==> config.mk <==
export PLATFORM = sky130hd
export DESIGN_NAME = mudi_seq
export DESIGN_NICKNAME = d
export VERILOG_FILES = /design/src/rtl/mudi_pkg.sv /design/src/rtl/mudi_div_step.sv /design/src/rtl/mudi_seq.sv
export SDC_FILE = /design/constraint.sdc
export NUM_CORES = 1
export LEC_CHECK = 0
export CAP_MARGIN = 5
export CORE_UTILIZATION = 61
export DETAILED_ROUTE_END_ITERATION = 8
export PLACE_DENSITY = 0.83
export RECOVER_POWER = 50
export SYNTH_ARGS = -nofsm -noshare
export SYNTH_HDL_FRONTEND = slang
export SYNTH_SLANG_ARGS = --single-unit
export TNS_END_PERCENT = 20
==> constraint.sdc <==
create_clock -name clk -period 3.75 [get_ports clk]
set_input_delay 0.5625 -clock clk [delete_from_list [all_inputs] [get_ports clk]]
set_output_delay 0.5625 -clock clk [all_outputs]
set_load 0.1 [all_outputs]
==> src/rtl/mudi_pkg.sv <==
// Shared definitions for the iterative multiply/divide unit: op encodings,
// FSM states, default operand width and small op-decode helpers.
package mudi_pkg;

    localparam int unsigned MUDI_WIDTH = 32;

    localparam logic [2:0] OP_MULT  = 3'd0;
    localparam logic [2:0] OP_MULTU = 3'd1;
    localparam logic [2:0] OP_DIV   = 3'd2;
    localparam logic [2:0] OP_DIVU  = 3'd3;
    localparam logic [2:0] OP_MTHI  = 3'd4;
    localparam logic [2:0] OP_MTLO  = 3'd5;
    localparam logic [2:0] OP_MADD  = 3'd6;
    localparam logic [2:0] OP_MSUB  = 3'd7;

    typedef enum logic [1:0] {
        ST_IDLE = 2'd0,
        ST_CALC = 2'd1,
        ST_FIX  = 2'd2
    } mudi_state_e;

    // Ops whose operands are interpreted as two's complement
    function automatic logic op_is_signed(input logic [2:0] op);
        return (op == OP_MULT) || (op == OP_DIV) || (op == OP_MADD) || (op == OP_MSUB);
    endfunction

    // Ops that run the restoring divider
    function automatic logic op_is_div(input logic [2:0] op);
        return (op == OP_DIV) || (op == OP_DIVU);
    endfunction

endpackage

==> src/rtl/mudi_div_step.sv <==
// One restoring-division step: compare the shifted partial remainder against
// the divisor, subtract when it fits and emit the quotient bit.
module mudi_div_step
    import mudi_pkg::*;
#(
    parameter int unsigned WIDTH = MUDI_WIDTH
) (
    input  logic [WIDTH:0]   rem_i,
    input  logic [WIDTH-1:0] div_i,
    output logic [WIDTH-1:0] rem_c_o,
    output logic             qbit_c_o
);

    logic [WIDTH-1:0] diff;

    // Low bits suffice for the difference: when it fits it is below the divisor
    assign diff     = rem_i[WIDTH-1:0] - div_i;
    assign qbit_c_o = (rem_i >= {1'b0, div_i});
    assign rem_c_o  = qbit_c_o ? diff : rem_i[WIDTH-1:0];

endmodule

==> src/rtl/mudi_seq.sv <==
// Sequential multiply/divide unit with architectural HI/LO registers.
// Radix-2 iteration on operand magnitudes, one FIX cycle for sign/accumulate.
// Define MUDI_MACC_EN to enable MADD/MSUB; otherwise ops 6/7 are no-ops.
module mudi_seq
    import mudi_pkg::*;
#(
    parameter int unsigned WIDTH = MUDI_WIDTH
) (
    input  logic             clk,
    input  logic             reset,
    input  logic             E_isStart,
    input  logic             E_cancel,
    input  logic [2:0]       MUDI_mudiOp,
    input  logic [WIDTH-1:0] MUDI_src1,
    input  logic [WIDTH-1:0] MUDI_src2,
    output logic             isBusy,
    output logic [WIDTH-1:0] MUDI_HI,
    output logic [WIDTH-1:0] MUDI_LO
);

    localparam int unsigned CW = $clog2(WIDTH + 1);
    localparam int unsigned PW = 2 * WIDTH;

    mudi_state_e      state_q;
    logic [2:0]       op_q;
    logic             neg_a_q;
    logic             neg_b_q;
    logic [WIDTH-1:0] opa_q;
    logic [WIDTH-1:0] opb_q;
    logic [WIDTH-1:0] rem_q;
    logic [WIDTH-1:0] quo_q;
    logic [CW-1:0]    cnt_q;
    logic [WIDTH-1:0] hi_q;
    logic [WIDTH-1:0] lo_q;

    logic             launch_iter;
    logic             src_signed;
    logic             a_neg;
    logic             b_neg;
    logic [WIDTH-1:0] a_mag;
    logic [WIDTH-1:0] b_mag;
    logic [WIDTH:0]   mul_sum;
    logic [WIDTH-1:0] ds_rem;
    logic             ds_qbit;
    logic [WIDTH-1:0] rem_d;
    logic [WIDTH-1:0] quo_d;
    logic [PW-1:0]    prod_mag;
    logic [PW-1:0]    prod_s;
    logic [PW-1:0]    acc_d;
    logic [WIDTH-1:0] fix_hi_d;
    logic [WIDTH-1:0] fix_lo_d;

    assign isBusy  = (state_q != ST_IDLE);
    assign MUDI_HI = hi_q;
    assign MUDI_LO = lo_q;

    // Which requested ops start an iterative operation
    always_comb begin
        launch_iter = 1'b0;
        case (MUDI_mudiOp)
            OP_MULT, OP_MULTU, OP_DIV, OP_DIVU: launch_iter = 1'b1;
`ifdef MUDI_MACC_EN
            OP_MADD, OP_MSUB:                   launch_iter = 1'b1;
`endif
            default:                            launch_iter = 1'b0;
        endcase
    end

    // Operand signs and magnitudes captured at launch
    assign src_signed = op_is_signed(MUDI_mudiOp);
    assign a_neg      = src_signed & MUDI_src1[WIDTH-1];
    assign b_neg      = src_signed & MUDI_src2[WIDTH-1];
    assign a_mag      = a_neg ? (WIDTH'(0) - MUDI_src1) : MUDI_src1;
    assign b_mag      = b_neg ? (WIDTH'(0) - MUDI_src2) : MUDI_src2;

    // Shift-add partial sum: high half plus multiplicand when the multiplier LSB is set
    assign mul_sum = {1'b0, rem_q} + (quo_q[0] ? {1'b0, opa_q} : (WIDTH + 1)'(0));

    mudi_div_step #(
        .WIDTH (WIDTH)
    ) u_div_step (
        .rem_i    ({rem_q, quo_q[WIDTH-1]}),
        .div_i    (opb_q),
        .rem_c_o  (ds_rem),
        .qbit_c_o (ds_qbit)
    );

    // Next partial state for one CALC iteration
    always_comb begin
        rem_d = rem_q;
        quo_d = quo_q;
        if (op_is_div(op_q)) begin
            rem_d = ds_rem;
            quo_d = {quo_q[WIDTH-2:0], ds_qbit};
        end else begin
            rem_d = mul_sum[WIDTH:1];
            quo_d = {mul_sum[0], quo_q[WIDTH-1:1]};
        end
    end

    // Sign correction, divide-by-zero override and accumulate for the FIX cycle
    always_comb begin
        prod_mag = {rem_q, quo_q};
        prod_s   = (neg_a_q ^ neg_b_q) ? (PW'(0) - prod_mag) : prod_mag;
        acc_d    = prod_s;
`ifdef MUDI_MACC_EN
        if (op_q == OP_MADD) begin
            acc_d = {hi_q, lo_q} + prod_s;
        end else if (op_q == OP_MSUB) begin
            acc_d = {hi_q, lo_q} - prod_s;
        end
`endif
        fix_hi_d = acc_d[PW-1:WIDTH];
        fix_lo_d = acc_d[WIDTH-1:0];
        if (op_is_div(op_q)) begin
            if (opb_q == '0) begin
                fix_hi_d = neg_a_q ? (WIDTH'(0) - opa_q) : opa_q;
                fix_lo_d = '1;
            end else begin
                fix_hi_d = neg_a_q ? (WIDTH'(0) - rem_q) : rem_q;
                fix_lo_d = (neg_a_q ^ neg_b_q) ? (WIDTH'(0) - quo_q) : quo_q;
            end
        end
    end

    // Control FSM with operand, iteration and HI/LO registers
    always_ff @(posedge clk or negedge reset) begin
        if (!reset) begin
            state_q <= ST_IDLE;
            op_q    <= 3'd0;
            neg_a_q <= 1'b0;
            neg_b_q <= 1'b0;
            opa_q   <= '0;
            opb_q   <= '0;
            rem_q   <= '0;
            quo_q   <= '0;
            cnt_q   <= '0;
            hi_q    <= '0;
            lo_q    <= '0;
        end else begin
            case (state_q)
                ST_IDLE: begin
                    if (E_isStart && !E_cancel) begin
                        if (launch_iter) begin
                            op_q    <= MUDI_mudiOp;
                            neg_a_q <= a_neg;
                            neg_b_q <= b_neg;
                            opa_q   <= a_mag;
                            opb_q   <= b_mag;
                            rem_q   <= '0;
                            quo_q   <= op_is_div(MUDI_mudiOp) ? a_mag : b_mag;
                            cnt_q   <= CW'(WIDTH);
                            state_q <= ST_CALC;
                        end else if (MUDI_mudiOp == OP_MTHI) begin
                            hi_q <= MUDI_src1;
                        end else if (MUDI_mudiOp == OP_MTLO) begin
                            lo_q <= MUDI_src1;
                        end
                    end
                end
                ST_CALC: begin
                    if (E_cancel) begin
                        state_q <= ST_IDLE;
                    end else begin
                        rem_q <= rem_d;
                        quo_q <= quo_d;
                        cnt_q <= cnt_q - CW'(1);
                        if (cnt_q == CW'(1)) begin
                            state_q <= ST_FIX;
                        end
                    end
                end
                ST_FIX: begin
                    state_q <= ST_IDLE;
                    if (!E_cancel) begin
                        hi_q <= fix_hi_d;
                        lo_q <= fix_lo_d;
                    end
                end
                default: state_q <= ST_IDLE;
            endcase
        end
    end

endmodule
==> results of run 1 <==
-- stage by stage --
step	hold slack, ps	instances	power [uW]	setup slack, ps
finish	481	2823	17200	178
global route	509	2820	18000	11.0
CTS	143	2820	16800	188
detailed placement	474	2778	14400	172
global placement	465	2778	14200	271
floorplan	267	2308	11200	519
-- power groups by stage --
stage	registers, uW	logic [uW]	clock network (uW)
after floorplan	5050	6110	0
after global placement	3860	10300	0
after detailed placement	3900	10500	0
after CTS	3870	10500	2380
after global routing	3980	11500	2460
final	3950	10800	2390
-- cells in the mapped netlist (4+ instances only) --
| cell | n | area [sq um] |
|---|---|---|
| sky130_fd_sc_hd__nand4_1 | 17 | 106 |
| sky130_fd_sc_hd__o21a_1 | 16 | 120 |
| sky130_fd_sc_hd__o21ai_1 | 11 | 55.1 |
| sky130_fd_sc_hd__nand2_1 | 323 | 1210 |
| sky130_fd_sc_hd__and3_1 | 16 | 100 |
| sky130_fd_sc_hd__o41ai_1 | 14 | 123 |
| sky130_fd_sc_hd__o21bai_1 | 6 | 45.0 |
| sky130_fd_sc_hd__nand2b_1 | 18 | 113 |
| sky130_fd_sc_hd__o31a_1 | 5 | 43.8 |
| sky130_fd_sc_hd__buf_2 | 8 | 40.0 |
| sky130_fd_sc_hd__a21o_1 | 32 | 240 |
| sky130_fd_sc_hd__or3_1 | 34 | 213 |
| sky130_fd_sc_hd__o221ai_1 | 7 | 61.3 |
| sky130_fd_sc_hd__nor2b_1 | 14 | 87.6 |
| sky130_fd_sc_hd__o22ai_1 | 37 | 231 |
| sky130_fd_sc_hd__a22oi_1 | 21 | 158 |
| sky130_fd_sc_hd__xnor2_1 | 111 | 972 |
| sky130_fd_sc_hd__nor3_1 | 46 | 230 |
| sky130_fd_sc_hd__dfrtp_1 | 204 | 5100 |
| sky130_fd_sc_hd__nor3b_1 | 4 | 30.0 |
| sky130_fd_sc_hd__nor4_1 | 32 | 200 |
| sky130_fd_sc_hd__mux2i_1 | 40 | 400 |
| sky130_fd_sc_hd__nor2_1 | 145 | 544 |
| sky130_fd_sc_hd__ha_1 | 71 | 888 |
| sky130_fd_sc_hd__nand3_1 | 47 | 235 |
| sky130_fd_sc_hd__o311ai_0 | 8 | 70.1 |
| sky130_fd_sc_hd__a221o_1 | 10 | 100 |
| sky130_fd_sc_hd__inv_1 | 66 | 248 |
| sky130_fd_sc_hd__o31ai_1 | 37 | 278 |
| sky130_fd_sc_hd__o211ai_1 | 16 | 120 |
| sky130_fd_sc_hd__xor2_1 | 95 | 832 |
| sky130_fd_sc_hd__or4_1 | 18 | 135 |
| sky130_fd_sc_hd__a221oi_1 | 10 | 87.6 |
| sky130_fd_sc_hd__clkbuf_1 | 135 | 507 |
| sky130_fd_sc_hd__and2_1 | 45 | 282 |
| sky130_fd_sc_hd__or2_2 | 6 | 37.5 |
| sky130_fd_sc_hd__a31oi_1 | 35 | 219 |
| sky130_fd_sc_hd__buf_1 | 15 | 56.3 |
| sky130_fd_sc_hd__o21ai_0 | 266 | 1330 |
| sky130_fd_sc_hd__a21oi_1 | 177 | 886 |
| sky130_fd_sc_hd__a211oi_1 | 22 | 165 |
-- tightest hold or removal path, cell delays in order, from the launching register on --
cell and delay (ps):
sky130_fd_sc_hd__dfrtp_1 340, sky130_fd_sc_hd__nand2_1 50, sky130_fd_sc_hd__o21ai_0 60
-- state kept, by name, indices dropped and copies added (netlist names) --
| signal | count |
|---|---|
| opa_q | 32 |
| neg_a_q | 1 |
| cnt_q | 6 |
| op_q | 2 |
| rem_q | 32 |
| opb_q | 32 |
| MUDI_HI | 32 |
| quo_q | 32 |
| MUDI_LO | 32 |
| state_q | 2 |
| neg_b_q | 1 |
-- worst max path at each step --
stage,start,endpoint,slack [ps],depth (start not counted)
after CTS,quo_q[0],rem_q[31],190,13
after global routing,quo_q[0],rem_q[29],10,13
after global placement,MUDI_src2[12],quo_q[29],270,9
final,quo_q[18],MUDI_HI[31],180,9
after detailed placement,MUDI_src2[12],quo_q[29],170,9
after floorplan,quo_q[0],rem_q[30],520,14
-- repair_timing --
item | in CTS | in global routing
resized for setup | 0 | 5
endpoints found under the setup margin | 0 | 7
buffers inserted | 0 | 0
-- kinds of logic (layout without fill, tap and decap cells) --
| logic type | Yosys count | count (layout) | share of synthesized area (%) |
|---|---|---|---|
| AOI/OAI and AO/OA | 768 | 768 | 26.7 |
| xor gates and xnor gates | 206 | 206 | 10.2 |
| adders and majority gates | 73 | 73 | 5.27 |
| buffers and inverters | 227 | 361 | 4.96 |
| DFF | 204 | 204 | 29.0 |
| muxes | 44 | 44 | 2.59 |
| other | 0 | 3 | 0 |
| and+or+nand+nor | 786 | 786 | 21.3 |
-- placed cells by master (no fill, tap or decap), types with 17 or more instances in the layout --
master and instances:
sky130_fd_sc_hd__nor4_1 32, sky130_fd_sc_hd__nand2_1 323, sky130_fd_sc_hd__nor3_1 45, sky130_fd_sc_hd__nand4_1 17, sky130_fd_sc_hd__buf_4 108, sky130_fd_sc_hd__xor2_1 94, sky130_fd_sc_hd__or3_1 34, sky130_fd_sc_hd__ha_1 71
sky130_fd_sc_hd__xnor2_1 110, sky130_fd_sc_hd__a31oi_1 35, sky130_fd_sc_hd__a211oi_1 22, sky130_fd_sc_hd__nand3_1 47, sky130_fd_sc_hd__nand2b_1 17, sky130_fd_sc_hd__mux2i_1 40, sky130_fd_sc_hd__o31ai_1 37, sky130_fd_sc_hd__a22oi_1 21
sky130_fd_sc_hd__and2_1 45, sky130_fd_sc_hd__dfrtp_1 203, sky130_fd_sc_hd__o22ai_1 37, sky130_fd_sc_hd__o21ai_0 264, sky130_fd_sc_hd__inv_1 65, sky130_fd_sc_hd__clkbuf_16 23, sky130_fd_sc_hd__nor2_1 145, sky130_fd_sc_hd__clkdlybuf4s50_1 127
sky130_fd_sc_hd__or4_1 18, sky130_fd_sc_hd__a21oi_1 177, sky130_fd_sc_hd__a21o_1 32
-- area by class of cell --
| cell class | instances | area (sq um) |
|---|---|---|
| Antenna cell | 3 | 7.51 |
| Clock buffer | 30 | 652 |
| Clock inverter | 12 | 136 |
| Fill cell | 2321 | 7510 |
| Inverter | 66 | 248 |
| Multi-Input combinational cell | 1877 | 11700 |
| Sequential cell | 204 | 5110 |
| Tap cell | 378 | 473 |
| Timing Repair Buffer | 253 | 2250 |
-- metal layers --
layer | up-vias | GRT usage [%] | share of wire, %
li1 | 8574 | - | -
met1 | 9307 | 59.8 | 37
met2 | 1340 | 71.6 | 44
met3 | 319 | 12.7 | 12
met4 | 4 | 27.9 | 6.9
met5 | - | 0 | 0.030
==> metrics.md, run 1 <==
| Metric | Value |
|---|---|
| Worst-case clock skew | between 20 and 30 ps |
| Max VDD drop | 461 uV |
| Worst hold path stage count | 2 |
| LEAKAGE | ~0.0088 uW |
| Synthesized cell area | 0.0176 sq mm |
| Asr flop ratio synth | 100% |
| Share of power burned in the clock network | 13.9% |
| Horizontal extent of the die | 172 microns |
| Data arrival time of the critical path | 4040 ps |
| Final Critical Period | 3570 ps |
| Critical path class | reg -> reg |
| Worst-case clock buffer depth | 3 |
| Number of optimization iterations in the first detailed-route pass | 6 |
| Wire length of the first global-routing pass | approximately 100000 microns |
| Total grt overflow | 0 |
| Highest attainable clock frequency | 0.280 GHz |
| Via count of the first global-routing pass | 18.2k |
| Delay-heaviest family, CP | simple AND/OR/NAND/NOR gates |
| Worst hold endpoint | MUDI_LO[13] |
| Clk_lat worst skew | about 560 ps |
| Total negative slack for setup checks | 0 ps |
| Worst hold-check path type | reg -> reg |
| Cell area after layout | 0.0206 sq mm |
| Post-DP HPWL | 53000 microns |
| R2R Setup Slk | ~180 ps |
| Total via count in the routed design | about 20k |
| Fraction of the yosys area taken by sequential cells | 29.0% |
| Num rows | 61 |
| Share of final-layout standard cells stronger than drive strength 1 | 8.11% |
| Crit path largest cell delay | 840 ps |
| Final weighted congestion of routability-driven global placement | around 1.1 |
| Overall global routing resource usage | about 47% |
| Endpoint of the worst-slack reg-to-reg timing path | MUDI_HI[31] |
| Violated checks | max-capacitance violations, max-slew violations |
| Floorplan Core Area | 0.0281 sq mm |
| Design internal power | 8040 uW |
| Portion of total power attributed to combinational logic | 63.0% |
| Number of enable-type register cells in the synthesized netlist | 0 |
| Max H-tree Level | 1 |
| Floorplan die height | approximately 170 microns |
| Startpoint kind of the worst setup timing path | flop |
| Average detailed-routed wire length per instance | 24.8 microns |
| Maximum number of pins on one net before global-route repair | 94 |
| Clock tree root driver cell | sky130_fd_sc_hd__clkbuf_16 |
| Post-synth cell types | 82 |
| Number of buffers added on ports | around 140 |
| Normalized max-slew margin | -64.2% |
| Outcome | finished, violations left |
| Count of final setup violators | 0 |
| Cell count after synthesis | 2308 |
| Worst setup EP type | flop |
| Number of sinks on the clock net | 204 |
| Final core utilization | approximately three quarters |
| Endpoints failing hold | 0 |
| Worst hold path startpoint | MUDI_LO[13] |
| Hold Buf Count CTS | 0 |
| Commonest register cell after synthesis | sky130_fd_sc_hd__dfrtp_1 |
| Signed area change from the synthesized netlist to the final layout | 16.7% |
| Total Routed Length | approximately 70000 microns |
| Critical-path cell list | nor4_1 > nand2_1 > nor3_4 > nand3_2 > o41ai_1 > xor2_1 > a221oi_1 > o21ai_0 > nand3_1 |
| Num CTS Buffers | 23 |
| Sequential share of power | 23.0% |
| Remaining routing DRC violations | 0 |
| Power density over the cells | 833 mW/mm^2 |
| Cell with the biggest individual delay on the critical path | sky130_fd_sc_hd__nor4_1 |
| Post-synthesis register bit count | approximately 200 |
| Clock tree from TritonCTS | done |
| Peak fanout along the critical path | 16 |
| Max-slew violation count | 93 |
| Number of synthesis warnings | 0 |
| Violation count after the first detailed-routing iteration | 2521 |
| Number of violations of the max-capacitance limit | 1 |
| P_sw | 9110 uW |
| RSZ-0062 raised after global routing | no |
| Die area | 0.0296 sq mm |
| Mean area per synthesized cell | 7.64 sq um |
| Clock input transition at the sequential cells of the worst setup and hold paths | 60 ps |
| Count of nets after finishing | 2569 |
| Area post-placement | between 0.015 and 0.02 sq mm |
| Final period utilization | 95.3% |
| Launch instance of the worst register-to-register path | quo_q[18] |
| Critical path buffer and inverter count | 0 |
| Starting utilization of the core area | a little over three fifths |
| Net count after synthesis | 2452 |
| Slew @ Worst Pin | 2460 ps |
| Initial antenna violation count | 4 |
| Worst R2R Path Depth | 9 |
| Ports placed on the boundary | 136 |
| Via-per-instance ratio | 6.92 |
| Number of routed nets with antenna violations | 0 |
| Sw frac | 53.1% |
| Crit path required time | 4220 ps |
No activity file was read; power rests on OpenSTA's default activity.
==> run 2, diff against run 1 <==
--- a/config.mk
+++ b/config.mk
@@ -6,9 +6,8 @@
 export NUM_CORES = 1
 export LEC_CHECK = 0
 export CAP_MARGIN = 5
-export CORE_UTILIZATION = 61
+export CORE_UTILIZATION = 45
 export DETAILED_ROUTE_END_ITERATION = 8
-export PLACE_DENSITY = 0.83
 export RECOVER_POWER = 50
 export SYNTH_ARGS = -nofsm -noshare
 export SYNTH_HDL_FRONTEND = slang
==> run 2 against run 1 <==
Compared with the run above: the run still ends with max-capacitance violations, max-slew violations left; largest power group unchanged; critical endpoint is now rem_q[31]; routed wire length rose by 5.0%; final cell count rose by 6.0%; non-clock buffer count rose by 27; largest cell class unchanged; critical path type unchanged; critical path depth rose by 3; setup slack got worse by 9.2 ps.
==> metrics.md, run 2 (same netlist as run 1, synthesis figures left out) <==
| Metric | Value |
|---|---|
| Die area | 0.0400 sq mm |
| Endpoints failing hold | 0 |
| Max VDD drop | 759 uV |
| Highest attainable clock frequency | about 0.28 GHz |
| Num rows | 72 |
| Cell with the biggest individual delay on the critical path | sky130_fd_sc_hd__o311ai_0 |
| Area post-placement | 0.0202 sq mm |
| Number of diodes added for antenna fixing | 0 |
| Ports placed on the boundary | roughly 140 |
| Number of sinks on the clock net | slightly above 200 |
| Most frequent cells in the layout | sky130_fd_sc_hd__nand2_1 (323), sky130_fd_sc_hd__o21ai_0 (265), sky130_fd_sc_hd__dfrtp_1 (203) |
| Number of cells upsized or downsized after cts | 0 |
| Final Critical Period | 3580 ps |
| Horizontal extent of the die | 200 microns |
| Peak fanout along the critical path | 9 |
| Number of buffers added on ports | 135 |
| Number of routed nets with antenna violations | 0 |
| Total grt overflow | 0 |
| Most frequent standard cell in the layout excluding fill and tap cells | sky130_fd_sc_hd__nand2_1 |
| Crit path largest cell delay | between 500 and 600 ps |
| Post-layout total power | ~18000 uW |
| Power density over the cells | 833 mW/mm^2 |
| Count of final setup violators | 0 |
| Worst hold-check path type | reg -> reg |
| Via count of the first global-routing pass | 17.7k |
| Critical path buffer and inverter count | 2 |
| Hold Buf Count CTS | 0 |
| Total Routed Length | approximately 73000 microns |
| Initial antenna violation count | 2 |
| Count of nets after finishing | 2599 |
| Clock input transition at the sequential cells of the worst setup and hold paths | 60 ps |
| Via-per-instance ratio | 6.23 |
| Critical path class | reg -> reg |
| Normalized max-slew margin | -54.0% |
| Share of final-layout standard cells stronger than drive strength 1 | a little under a tenth |
| Final weighted congestion of routability-driven global placement | 1.00 |
| Worst-case clock buffer depth | 3 |
| Count of non-filler cells in the finished layout | 2991 |
| Remaining routing DRC violations | 0 |
| Data arrival time of the critical path | 4020 ps |
| Overall global routing resource usage | 36.4% |
| Maximum number of pins on one net before global-route repair | 86 |
| Outcome | finished, violations left |
| Delay-heaviest family, CP | compound AO/OA/AOI/OAI gates |
| Signed area change from the synthesized netlist to the final layout | 19.3% |
| Worst-case clock skew | 24.5 ps |
| Total via count in the routed design | 18.6k |
| LEAKAGE | 0.00893 uW |
| Slew @ Worst Pin | 2310 ps |
| Worst setup EP type | flop |
| Starting utilization of the core area | 45.6% |
| Max H-tree Level | 1 |
| Clk_lat worst skew | 580 ps |
| Post-DP HPWL | between 50000 and 60000 microns |
| Cell area after layout | about 0.021 sq mm |
| Startpoint kind of the worst setup timing path | flop |
| Total placed cells including tap cells | 2945 |
| Clock tree root driver cell | sky130_fd_sc_hd__clkbuf_16 |
| Wire length of the first global-routing pass | 108000 microns |
| Max-slew violation count | 86 |
| Critical-path cell list | inv_1 > ha_1 > nor2b_1 > o31a_1 > o311ai_0 > a21oi_1 > o21ai_0 > o211ai_1 > a31o_2 > buf_4 > o311ai_0 > o21ai_0 |
| Violation count after the first detailed-routing iteration | 1616 |
| Clock tree from TritonCTS | done |
| RSZ-0062 raised after global routing | yes |
| Average detailed-routed wire length per instance | 24.5 microns |
| Post-CTS setup repair buffer count | 0 |
| Number of optimization iterations in the first detailed-route pass | 5 |
| Total negative slack for setup checks | 0 ps |
| R2R Setup Slk | 170 ps |
| Crit path required time | 4190 ps |
| Number of violations of the max-capacitance limit | 1 |
| Final period utilization | 95.5% |
| Violated checks | max-capacitance violations, max-slew violations |
| Num CTS Buffers | 26 |
| Floorplan Core Area | 0.0386 sq mm |
| Floorplan die height | approximately 200 microns |
==> run 2: tightest hold or removal path: stages (launching register included) <==
cell and delay [ps]:
sky130_fd_sc_hd__dfrtp_1 340, sky130_fd_sc_hd__nand2_1 50, sky130_fd_sc_hd__nand3_1 50
==> run 2: layout make-up <==
type	instances	area (sq um)
Fill cell	3770	17600
Multi-Input combinational cell	1877	11700
Sequential cell	204	5110
Inverter	66	248
Timing Repair Buffer	280	2420
Clock inverter	11	168
Clock buffer	35	714
Tap cell	518	648
==> run 2: per-layer routing <==
metal  global-route usage, %  part of all wire, %  vias up
met1                    48.3                   42     9009
li1                        -                    -     8648
met3                    6.17                  7.4      182
met5                       0                    0        -
met2                    57.9                   45      798
met4                    16.4                  5.0        0
==> run 2: stage by stage <==
stage / hold slack [ps] / utilization (%) / worst slack, ps
floorplan: 267 / - / 519
global placement: 469 / 52.3 / 243
detailed placement: 470 / 52.3 / 125
CTS: 74.3 / 54.6 / 214
global route: 508 / 54.4 / -5.58
finish: 479 / 54.4 / 168
==> run 2: worst paths after layout <==
path                              from          end  cells past startpoint
min reg2reg                MUDI_HI[28]  MUDI_HI[28]                      2
max                           opb_q[1]    rem_q[31]                     12
max reg2reg                   opb_q[1]    rem_q[31]                     12
min in group asynchronous        reset  MUDI_HI[27]                      1
max in group asynchronous        reset    quo_q[15]                      2
min                        MUDI_HI[28]  MUDI_HI[28]                      2
==> run 2: power breakdown <==
part | switching, uW | total (uW) | internal (uW)
Sequential | 970 | 3850 | 2880
Clock | 1070 | 2620 | 1550
Combinational | 7150 | 11000 | 3890
Total | 9200 | 17500 | 8320
